**config.mk**
```make
export PLATFORM = sky130hd
export DESIGN_NAME = ser_link
export DESIGN_NICKNAME = d
export VERILOG_FILES = /design/src/rtl/ser_link_pkg.sv /design/src/rtl/sync_fifo.sv /design/src/rtl/ser_link.sv
export SDC_FILE = /design/constraint.sdc
export NUM_CORES = 1
export LEC_CHECK = 0
export ABC_CLOCK_PERIOD_IN_PS = 3550
export BUFFER_PORTS_ARGS = -buffer_cell sky130_fd_sc_hd__buf_4
export CAP_MARGIN = 20
export CORE_AREA = 2 2 85 168
export CTS_CLUSTER_DIAMETER = 40
export CTS_CLUSTER_SIZE = 30
export DETAILED_ROUTE_END_ITERATION = 8
export DIE_AREA = 0 0 87 170
export GPL_ROUTABILITY_DRIVEN = 0
export PLACE_DENSITY_LB_ADDON = 0.15
export SYNTH_ARGS = -nofsm -noshare
export SYNTH_HDL_FRONTEND = slang
export SYNTH_HIERARCHICAL = 1
export SYNTH_SLANG_ARGS = --single-unit
```
**constraint.sdc**
```tcl
create_clock -name clk -period 3.55 [get_ports clk]
set_input_delay 0.355 -clock clk [delete_from_list [all_inputs] [get_ports clk]]
set_output_delay 0.355 -clock clk [all_outputs]
set_load 0.01 [all_outputs]
```
**src/rtl/ser_link_pkg.sv**
```systemverilog
// Shared types and constants for the ser_link serial transmit/receive link.
package ser_link_pkg;

  typedef enum logic [1:0] {
    TX_IDLE  = 2'd0,
    TX_START = 2'd1,
    TX_DATA  = 2'd2,
    TX_STOP  = 2'd3
  } tx_state_t;

  typedef enum logic [1:0] {
    RX_IDLE = 2'd0,
    RX_DATA = 2'd1,
    RX_STOP = 2'd2
  } rx_state_t;

  localparam logic START_BIT = 1'b0;
  localparam logic STOP_BIT  = 1'b1;

  function automatic int unsigned clog2(input int unsigned value);
    int unsigned result;
    result = 0;
    for (int unsigned i = 0; i < 32; i++) begin
      if ((32'd1 << i) < value) result = i + 1;
    end
    return result;
  endfunction

endpackage

```
**src/rtl/sync_fifo.sv**
```systemverilog
// Single-clock FIFO; pushes when full and pops when empty are ignored.
module sync_fifo
  import ser_link_pkg::*;
#(
  parameter int unsigned WIDTH = 8,
  parameter int unsigned DEPTH = 4
) (
  input  logic             clk,
  input  logic             rst,
  input  logic             push,
  input  logic [WIDTH-1:0] push_data,
  input  logic             pop,
  output logic [WIDTH-1:0] head,
  output logic             full,
  output logic             empty
);

  localparam int unsigned AW = clog2(DEPTH);
  localparam int unsigned CW = clog2(DEPTH + 1);

  logic [WIDTH-1:0] mem [DEPTH];
  logic [AW-1:0]    rd_ptr;
  logic [AW-1:0]    wr_ptr;
  logic [CW-1:0]    count;
  logic             do_push;
  logic             do_pop;

  assign full    = (count == CW'(DEPTH));
  assign empty   = (count == '0);
  assign do_push = push && !full;
  assign do_pop  = pop && !empty;
  assign head    = mem[rd_ptr];

  always_ff @(posedge clk) begin
    if (!rst) begin
      rd_ptr <= '0;
      wr_ptr <= '0;
      count  <= '0;
    end else begin
      if (do_push) wr_ptr <= wr_ptr + AW'(1);
      if (do_pop)  rd_ptr <= rd_ptr + AW'(1);
      case ({do_push, do_pop})
        2'b10:   count <= count + CW'(1);
        2'b01:   count <= count - CW'(1);
        default: count <= count;
      endcase
    end
  end

  always_ff @(posedge clk) begin
    if (do_push) mem[wr_ptr] <= push_data;
  end

endmodule

```
**src/rtl/ser_link.sv**
```systemverilog
// Buffered framed serial link: TX FIFO -> serializer, deserializer -> RX FIFO.
module ser_link
  import ser_link_pkg::*;
#(
  parameter int unsigned WIDTH     = 8,
  parameter int unsigned DEPTH     = 4,
  parameter int unsigned LSB_FIRST = 1
) (
  input  logic             clk,
  input  logic             rst,
  input  logic             wr,
  input  logic [WIDTH-1:0] data_in,
  output logic             tx_full,
  output logic             tx_busy,
  output logic             ser_out,
  input  logic             ser_in,
  input  logic             rd,
  output logic [WIDTH-1:0] rx_data,
  output logic             rx_valid,
  output logic             rx_empty,
  output logic             frame_err,
  output logic             overrun
);

  localparam int unsigned BCW = clog2(WIDTH + 1);

  tx_state_t        tx_state, tx_state_n;
  logic [WIDTH-1:0] tx_shift, tx_shift_n, tx_head, tx_shifted;
  logic [BCW-1:0]   tx_cnt, tx_cnt_n;
  logic             ser_out_n, tx_pop, tx_empty, tx_bit;

  rx_state_t        rx_state, rx_state_n;
  logic [WIDTH-1:0] rx_shift, rx_shift_n, rx_head, rd_word;
  logic [BCW-1:0]   rx_cnt, rx_cnt_n;
  logic             rx_push, rx_full, rd_accept, rd_pend;
  logic             frame_err_n, overrun_n;

  sync_fifo #(.WIDTH(WIDTH), .DEPTH(DEPTH)) u_tx_fifo (
    .clk(clk), .rst(rst), .push(wr), .push_data(data_in), .pop(tx_pop),
    .head(tx_head), .full(tx_full), .empty(tx_empty)
  );

  sync_fifo #(.WIDTH(WIDTH), .DEPTH(DEPTH)) u_rx_fifo (
    .clk(clk), .rst(rst), .push(rx_push), .push_data(rx_shift), .pop(rd_accept),
    .head(rx_head), .full(rx_full), .empty(rx_empty)
  );

  assign tx_busy    = (tx_state != TX_IDLE);
  assign tx_bit     = (LSB_FIRST != 0) ? tx_shift[0] : tx_shift[WIDTH-1];
  assign tx_shifted = (LSB_FIRST != 0) ? (tx_shift >> 1) : (tx_shift << 1);

  always_comb begin
    tx_state_n = tx_state;
    tx_shift_n = tx_shift;
    tx_cnt_n   = tx_cnt;
    ser_out_n  = ser_out;
    tx_pop     = 1'b0;
    unique case (tx_state)
      TX_IDLE, TX_STOP: begin
        ser_out_n  = STOP_BIT;
        tx_state_n = TX_IDLE;
        if (!tx_empty) begin
          tx_pop     = 1'b1;
          tx_shift_n = tx_head;
          ser_out_n  = START_BIT;
          tx_state_n = TX_START;
        end
      end
      TX_START: begin
        ser_out_n  = tx_bit;
        tx_shift_n = tx_shifted;
        tx_cnt_n   = BCW'(1);
        tx_state_n = TX_DATA;
      end
      TX_DATA: begin
        if (tx_cnt == BCW'(WIDTH)) begin
          ser_out_n  = STOP_BIT;
          tx_state_n = TX_STOP;
        end else begin
          ser_out_n  = tx_bit;
          tx_shift_n = tx_shifted;
          tx_cnt_n   = tx_cnt + BCW'(1);
        end
      end
      default: tx_state_n = TX_IDLE;
    endcase
  end

  always_ff @(posedge clk) begin
    if (!rst) begin
      tx_state <= TX_IDLE;
      tx_shift <= '0;
      tx_cnt   <= '0;
      ser_out  <= STOP_BIT;
    end else begin
      tx_state <= tx_state_n;
      tx_shift <= tx_shift_n;
      tx_cnt   <= tx_cnt_n;
      ser_out  <= ser_out_n;
    end
  end

  always_comb begin
    rx_state_n  = rx_state;
    rx_shift_n  = rx_shift;
    rx_cnt_n    = rx_cnt;
    rx_push     = 1'b0;
    frame_err_n = 1'b0;
    overrun_n   = 1'b0;
    unique case (rx_state)
      RX_IDLE: begin
        if (ser_in == START_BIT) begin
          rx_cnt_n   = '0;
          rx_state_n = RX_DATA;
        end
      end
      RX_DATA: begin
        rx_shift_n = (LSB_FIRST != 0) ? {ser_in, rx_shift[WIDTH-1:1]}
                                      : {rx_shift[WIDTH-2:0], ser_in};
        rx_cnt_n   = rx_cnt + BCW'(1);
        if (rx_cnt == BCW'(WIDTH - 1)) rx_state_n = RX_STOP;
      end
      RX_STOP: begin
        rx_state_n = RX_IDLE;
        if (ser_in == STOP_BIT) begin
          if (rx_full) overrun_n = 1'b1;
          else         rx_push   = 1'b1;
        end else begin
          frame_err_n = 1'b1;
        end
      end
      default: rx_state_n = RX_IDLE;
    endcase
  end

  // The head word is captured when the pop is accepted, since the FIFO
  // advances on that same edge; it reaches rx_data one edge later.
  assign rd_accept = rd && !rx_empty;

  always_ff @(posedge clk) begin
    if (!rst) begin
      rx_state  <= RX_IDLE;
      rx_shift  <= '0;
      rx_cnt    <= '0;
      frame_err <= 1'b0;
      overrun   <= 1'b0;
      rd_pend   <= 1'b0;
      rd_word   <= '0;
      rx_data   <= '0;
      rx_valid  <= 1'b0;
    end else begin
      rx_state  <= rx_state_n;
      rx_shift  <= rx_shift_n;
      rx_cnt    <= rx_cnt_n;
      frame_err <= frame_err_n;
      overrun   <= overrun_n;
      rd_pend   <= rd_accept;
      if (rd_accept) rd_word <= rx_head;
      if (rd_pend)   rx_data <= rd_word;
      rx_valid  <= rd_pend;
    end
  end

endmodule

```
==> impl_metrics.env, run 1 <==
export IMPL_status="completed"
export IMPL_crit_required_ns=3.90
export IMPL_grtUsageTotal_pct=14.28
export IMPL_reg2reg_depth=9
export IMPL_vias=3147
export IMPL_ant_nets=0
export IMPL_worst_pin_slew_ns=0.7451
export IMPL_cts_buffers=17
export IMPL_swShare_pct=26.44
export IMPL_p_leak_nw=2.175
export IMPL_wirelength_um=9982
export IMPL_p_clk_share_pct=40.7
export IMPL_postCtsSetupBuffers=0
export IMPL_cts_root_buf="clkbuf_16"
export IMPL_cts_htree_levels=4
export IMPL_syn_inst=417
export IMPL_drive_gt1_share_pct=18.46
export IMPL_peakVddDrop_uv=404.5
export IMPL_ys_flop_type="dfxtp_1"
export IMPL_dr_pass1_iters=4
export IMPL_max_cap_viol_count=0
export IMPL_die_area_mm2=0.01479
export IMPL_layout_common_cells="67 x dfxtp_1, 64 x edfxtp_1, 53 x nand2_1, 30 x buf_4, 27 x a21oi_1"
export IMPL_grt_pass1_vias=3147
export IMPL_dp_cells=578
export IMPL_final_nets=473
export IMPL_critPathLaunch="u_rx_fifo/count[1]"
export IMPL_hold_start="ser_in"
export IMPL_yosys_warnings=6
export IMPL_grt_pass1_wl_um=15670
export IMPL_finalMaxSlewViolations=0
export IMPL_cts_tree="done"
export IMPL_p_int_mw=3.165
export IMPL_max_stage_delay_ns=0.41
export IMPL_dp_hpwl_um=7291
export IMPL_r2r_start="u_rx_fifo/count[1]"
export IMPL_slew_headroom_pct=50.23
export IMPL_endpoint_kind="flip-flop"
export IMPL_fp_dieW_um=87
export IMPL_wl_per_cell_um=16.36
export IMPL_drc=0
export IMPL_worstSetupStartpointType="flip-flop"
export IMPL_synth_distinct_cells=44
export IMPL_p_sw_mw=1.138
export IMPL_r2r_end="u_rx_fifo/count[1]"
export IMPL_setup_tns_ns=0
export IMPL_grt_max_degree=35
export IMPL_synth_fp_nets=448
export IMPL_crit_slowest_cell="fa_1"
export IMPL_drt_initial_drc_count=183
export IMPL_clock_latency_ns=0.41
export IMPL_critPathArrivalTime_ns=3.17
export IMPL_power_density_mw_per_mm2=692.8
export IMPL_area_growth_pct=17.05
export IMPL_combPwrFrac_pct=17.4
export IMPL_avgSynthCellArea_um2=12.73
export IMPL_finClkSkew_ns=0.009792
export IMPL_fin_crit_ns=2.823
export IMPL_hold_viol=0
export IMPL_max_freq_mhz=354.2
export IMPL_crit_chain="nor3_2 > nand2b_1 > clkinv_1 > nor2b_1 > ha_1 > inv_1 > fa_1 > o21ai_0 > and2_1"
export IMPL_fin_cells=610
export IMPL_holdBufCountCts=0
export IMPL_hold_path_class="input port to flip-flop"
export IMPL_ys_seq_elements=131
export IMPL_path_class="flip-flop to flip-flop"
export IMPL_clock_sinks=131
export IMPL_core_mm2=0.01344
export IMPL_grt_overflow=0
export IMPL_final_common_cell="dfxtp_1"
export IMPL_numPortBuffers=27
export IMPL_setup_violations_final=0
export IMPL_antenna_found_initial=0
export IMPL_clk_pin_slew_ns=0.06
export IMPL_whs_path_depth=2
export IMPL_seqPwrFrac_pct=42.0
export IMPL_post_route_period_util_pct=79.52
export IMPL_rows=60
export IMPL_synth_seq_area_share_pct=61.49
export IMPL_syn_area_mm2=0.005306
export IMPL_synth_edf_count=64
export IMPL_vias_per_cell=5.159
export IMPL_cts_resized_gates=0
export IMPL_clockBufferDepth=2
export IMPL_rsz0062_at_grt="no"
export IMPL_start_util_pct=39.49
export IMPL_min_to="frame_err"
export IMPL_critPathMaxFanout=11
export IMPL_reg2reg_slack_ns=0.73
export IMPL_die_h_um=170
export IMPL_async_reset_ff_share_pct=0
export IMPL_diodes=0
export IMPL_io_pins=28
[critical path: cells and delay by family (launching register included)]
kind | cells | cell delay (ns)
flops | 1 | 0.34
fa+ha+maj | 2 | 0.63
buf+inv | 2 | 0.46
simple gates | 4 | 1.15
compound gates | 1 | 0.18
[final cells by class]
class | count | area (um2)
clock buffers | 23 | 521.8
clock inverters | 9 | 90.09
fillers | 1179 | 7227
inverters | 20 | 75.07
multi-input cells | 242 | 1842
flip-flops and latches | 131 | 3263
well taps | 155 | 193.9
repair buffers | 30 | 225.2
[sequential cells by signal (all words and copies together), names as in the netlist, named ones only]
signal / count
u_rx_fifo/count: 3
tx_shift: 8
ser_out: 1
rx_data: 8
u_rx_fifo/mem: 32
u_rx_fifo/rd_ptr: 2
rd_pend: 1
u_tx_fifo/mem: 32
rd_word: 8
overrun: 1
u_tx_fifo/wr_ptr: 2
rx_shift: 8
u_tx_fifo/rd_ptr: 2
rx_cnt: 4
tx_cnt: 4
u_tx_fifo/count: 3
frame_err: 1
tx_state: 2
u_rx_fifo/wr_ptr: 2
rx_state: 2
rx_valid: 1
[synthesized netlist by cell type, drive strengths merged (3+ instances only)]
| cell type | number | area share (%) |
|---|---|---|
| mux4 | 16 | 6.8 |
| o21ai | 18 | 1.7 |
| inv | 19 | 1.3 |
| nor3 | 3 | 0.47 |
| and2 | 14 | 1.7 |
| a21oi | 27 | 2.5 |
| nor2 | 13 | 0.92 |
| nor2b | 8 | 0.94 |
| nor3b | 4 | 0.75 |
| edfxtp | 64 | 36 |
| buf | 16 | 1.8 |
| nand2 | 53 | 3.7 |
| or3 | 6 | 0.71 |
| ha | 16 | 3.8 |
| nand3 | 4 | 0.38 |
| a31oi | 3 | 0.35 |
| a211oi | 9 | 1.3 |
| clkbuf | 8 | 0.57 |
| dfxtp | 67 | 25 |
| mux2i | 19 | 3.6 |
| nand2b | 4 | 0.61 |
| a21boi | 4 | 0.57 |
[power groups by stage]
stage	sequential [mW]	combinational, mW	clock (mW)
after global placement	1.84	0.736	0
after global routing	1.83	0.842	1.85
after CTS	1.81	0.760	1.78
final	1.81	0.747	1.75
after floorplan	1.79	0.678	0
after detailed placement	1.84	0.756	0
[per-layer routing]
layer / wire (um) / vias up / share of wire (%) / track usage (%)
li1: - / 1544 / - / -
met1: 3496 / 1557 / 35 / 12.28
met2: 6161 / 40 / 62 / 28.81
met3: 176 / 6 / 1.8 / 3.104
met4: 147 / 0 / 1.5 / 7.133
met5: 0 / - / 0 / 0
[worst max-delay path by stage]
| stage | endpoint | slack, ns | cells past startpoint |
|---|---|---|---|
| 2_1_floorplan | u_tx_fifo/count[2] | 1.07 | 11 |
| 3_3_place_gp | u_rx_fifo/count[2] | 0.85 | 11 |
| 3_5_place_dp | u_rx_fifo/count[1] | 0.68 | 10 |
| 4_1_cts | u_rx_fifo/count[1] | 0.70 | 9 |
| 5_1_grt | u_rx_fifo/count[2] | 0.49 | 10 |
| 6_report | u_rx_fifo/count[1] | 0.73 | 9 |
[metrics by stage]
stage | area [um2] | util, % | worst slack, ns | hold WS [ns] | total power, mW
3_5_place_dp | 5599 | 41.67 | 0.6847 | 0.4498 | 2.600
2_1_floorplan | 5306 | - | 1.075 | 0.4317 | 2.467
3_3_place_gp | 5599 | 41.67 | 0.8511 | 0.4469 | 2.573
5_1_grt | 6211 | 46.22 | 0.4897 | 0.1233 | 4.521
6_report | 6211 | 46.22 | 0.7271 | 0.1294 | 4.303
4_1_cts | 6211 | 46.22 | 0.6969 | 0.1134 | 4.358
[cells by family (layout without fill, tap and decap cells)]
group,Yosys count,count (layout),share of synthesized area [%]
compound gates,66,66,7.333
xor+xnor,4,4,0.6603
fa+ha+maj,18,18,4.527
buf+inv,44,82,3.796
flops,131,131,61.49
mux,35,35,10.37
simple gates,119,119,11.81
No activity file was read; power rests on OpenSTA's default activity.
==> run 2: changes to the inputs <==
--- a/config.mk
+++ b/config.mk
@@ -5,7 +5,7 @@
 export SDC_FILE = /design/constraint.sdc
 export NUM_CORES = 1
 export LEC_CHECK = 0
-export ABC_CLOCK_PERIOD_IN_PS = 3550
+export ABC_CLOCK_PERIOD_IN_PS = 2800
 export BUFFER_PORTS_ARGS = -buffer_cell sky130_fd_sc_hd__buf_4
 export CAP_MARGIN = 20
 export CORE_AREA = 2 2 85 168
==> constraint.sdc (replaced) <==
create_clock -name clk -period 2.8 [get_ports clk]
set_input_delay 0.28 -clock clk [delete_from_list [all_inputs] [get_ports clk]]
set_output_delay 0.28 -clock clk [all_outputs]
set_load 0.01 [all_outputs]
==> impl_metrics.env, run 2 (synthesis gave the netlist of run 1 again) <==
export IMPL_status="completed"
export IMPL_rows=60
export IMPL_finalMaxSlewViolations=0
export IMPL_clk_pin_slew_ns=0.06
export IMPL_crit_slowest_cell="fa_1"
export IMPL_swShare_pct=25.47
export IMPL_crit_required_ns=3.14
export IMPL_holdBufCountCts=0
export IMPL_clock_sinks=131
export IMPL_clockBufferDepth=2
export IMPL_p_sw_mw=1.411
export IMPL_reg_largest_list="u_rx_fifo/mem x32, u_tx_fifo/mem x32"
export IMPL_numPortBuffers=27
export IMPL_diodes=0
export IMPL_fillers=1205
export IMPL_critPathMaxFanout=3
export IMPL_io_pins=28
export IMPL_final_nets=480
export IMPL_seqPwrFrac_pct=41.3
export IMPL_ant_nets=0
export IMPL_multiInputGateArea_mm2=0.001842
export IMPL_worstSetupStartpointType="flip-flop"
export IMPL_antenna_found_initial=0
export IMPL_p_clk_share_pct=41.1
export IMPL_p_leak_nw=2.205
export IMPL_dr_pass1_iters=4
export IMPL_hold_path_class="input port to flip-flop"
export IMPL_p_int_mw=4.128
export IMPL_die_h_um=170
export IMPL_worst_pin_slew_ns=0.8715
export IMPL_setup_tns_ns=0
export IMPL_post_route_period_util_pct=85.98
export IMPL_slew_headroom_pct=41.84
export IMPL_crit_family="adder cells"
export IMPL_grt_overflow=0
export IMPL_dp_hpwl_um=7167
export IMPL_clock_latency_ns=0.41
export IMPL_finClkSkew_ns=0.01091
export IMPL_cp_num_buf_inv=2
export IMPL_seqCellArea_mm2=0.003263
export IMPL_critPathArrivalTime_ns=2.74
export IMPL_grt_max_degree=35
export IMPL_max_cap_viol_count=0
export IMPL_cts_resized_gates=0
export IMPL_grt_pass1_wl_um=16260
export IMPL_die_area_mm2=0.01479
export IMPL_critPathLaunch="tx_state[1]"
export IMPL_worst_slack_ns=0.3927
export IMPL_hold_viol=0
export IMPL_start_util_pct=39.49
export IMPL_place_ws_ns=0.4103
export IMPL_drt_initial_drc_count=99
export IMPL_drc=0
export IMPL_drive_gt1_share_pct=19.09
export IMPL_grt_pass1_vias=3326
export IMPL_area_growth_pct=17.97
export IMPL_combPwrFrac_pct=17.6
export IMPL_wirelength_um=9852
export IMPL_rsz0062_at_grt="no"
export IMPL_final_common_cell="dfxtp_1"
export IMPL_total_power_mw=5.539
export IMPL_endpoint_kind="flip-flop"
export IMPL_postCtsSetupBuffers=0
export IMPL_layout_common_cells="67 x dfxtp_1, 64 x edfxtp_1, 53 x nand2_1, 37 x buf_4, 27 x a21oi_1"
export IMPL_crit_chain="inv_1 > ha_1 > nor2_1 > nor2b_1 > ha_1 > inv_1 > fa_1 > xor2_1 > or3_1 > a21boi_1"
export IMPL_core_mm2=0.01344
export IMPL_fp_dieW_um=87
export IMPL_power_density_mw_per_mm2=884.9
export IMPL_setup_violations_final=0
export IMPL_peakVddDrop_uv=525.9
export IMPL_hold_start="ser_in"
export IMPL_grtUsageTotal_pct=14.65
export IMPL_cts_buffers=17
export IMPL_max_stage_delay_ns=0.37
export IMPL_cts_root_buf="clkbuf_16"
export IMPL_path_class="flip-flop to flip-flop"
export IMPL_fin_crit_ns=2.407
export IMPL_r2r_start="tx_state[1]"
export IMPL_vias=3170
export IMPL_max_freq_mhz=415.4
export IMPL_wl_per_cell_um=15.99
export IMPL_vias_per_cell=5.146
export IMPL_cts_tree="done"
export IMPL_cts_htree_levels=4
==> run 2: worst paths after layout <==
| check | to | slack (ns) | cells after the start |
|---|---|---|---|
| min reg2reg | rd_word[3] | 0.45 | 2 |
| max | u_tx_fifo/count[2] | 0.39 | 10 |
| max reg2reg | u_tx_fifo/count[2] | 0.39 | 10 |
| min | frame_err | 0.05 | 2 |
==> run 2: stage by stage <==
| stage | std cells | area, um2 | hold WS, ns | util (%) |
|---|---|---|---|---|
| 2_1_floorplan | 417 | 5306 | 0.3567 | - |
| 3_3_place_gp | 585 | 5652 | 0.4443 | 42.06 |
| 3_5_place_dp | 585 | 5652 | 0.4516 | 42.06 |
| 4_1_cts | 616 | 6260 | 0.03880 | 46.58 |
| 5_1_grt | 616 | 6260 | 0.05123 | 46.58 |
| 6_report | 616 | 6260 | 0.05088 | 46.58 |
==> run 2: area by class of cell <==
type / count / share of cell area (%)
sequential: 131 / 52.13
multi-input combinational: 242 / 29.42
clock buffer: 21 / 7.196
timing repair buffer: 37 / 4.437
tap: 155 / 3.098
clock inverter: 10 / 2.518
inverter: 20 / 1.199
==> run 2: worst register-to-register path, cell delays in order (launching register included) <==
cell and delay, ns:
dfxtp_1 0.36, inv_1 0.07, ha_1 0.29, nor2_1 0.15, nor2b_1 0.22, ha_1 0.21
inv_1 0.06, fa_1 0.37, xor2_1 0.16, or3_1 0.31, a21boi_1 0.13
==> run 2: routing by layer <==
layer  global-route usage [%]  vias up  wire, um
met2                    30.14       49      6191
met3                    3.201       13       287
met1                    12.56     1554      3218
met5                        0        -         0
li1                         -     1554         -
met4                    6.182        0       154
==> run 2: power groups by stage <==
stage	registers [mW]	logic (mW)	clock network (mW)
2_1_floorplan	2.27	0.860	0
3_3_place_gp	2.33	0.970	0
3_5_place_dp	2.33	0.987	0
4_1_cts	2.29	0.996	2.33
5_1_grt	2.31	1.10	2.42
6_report	2.29	0.973	2.28
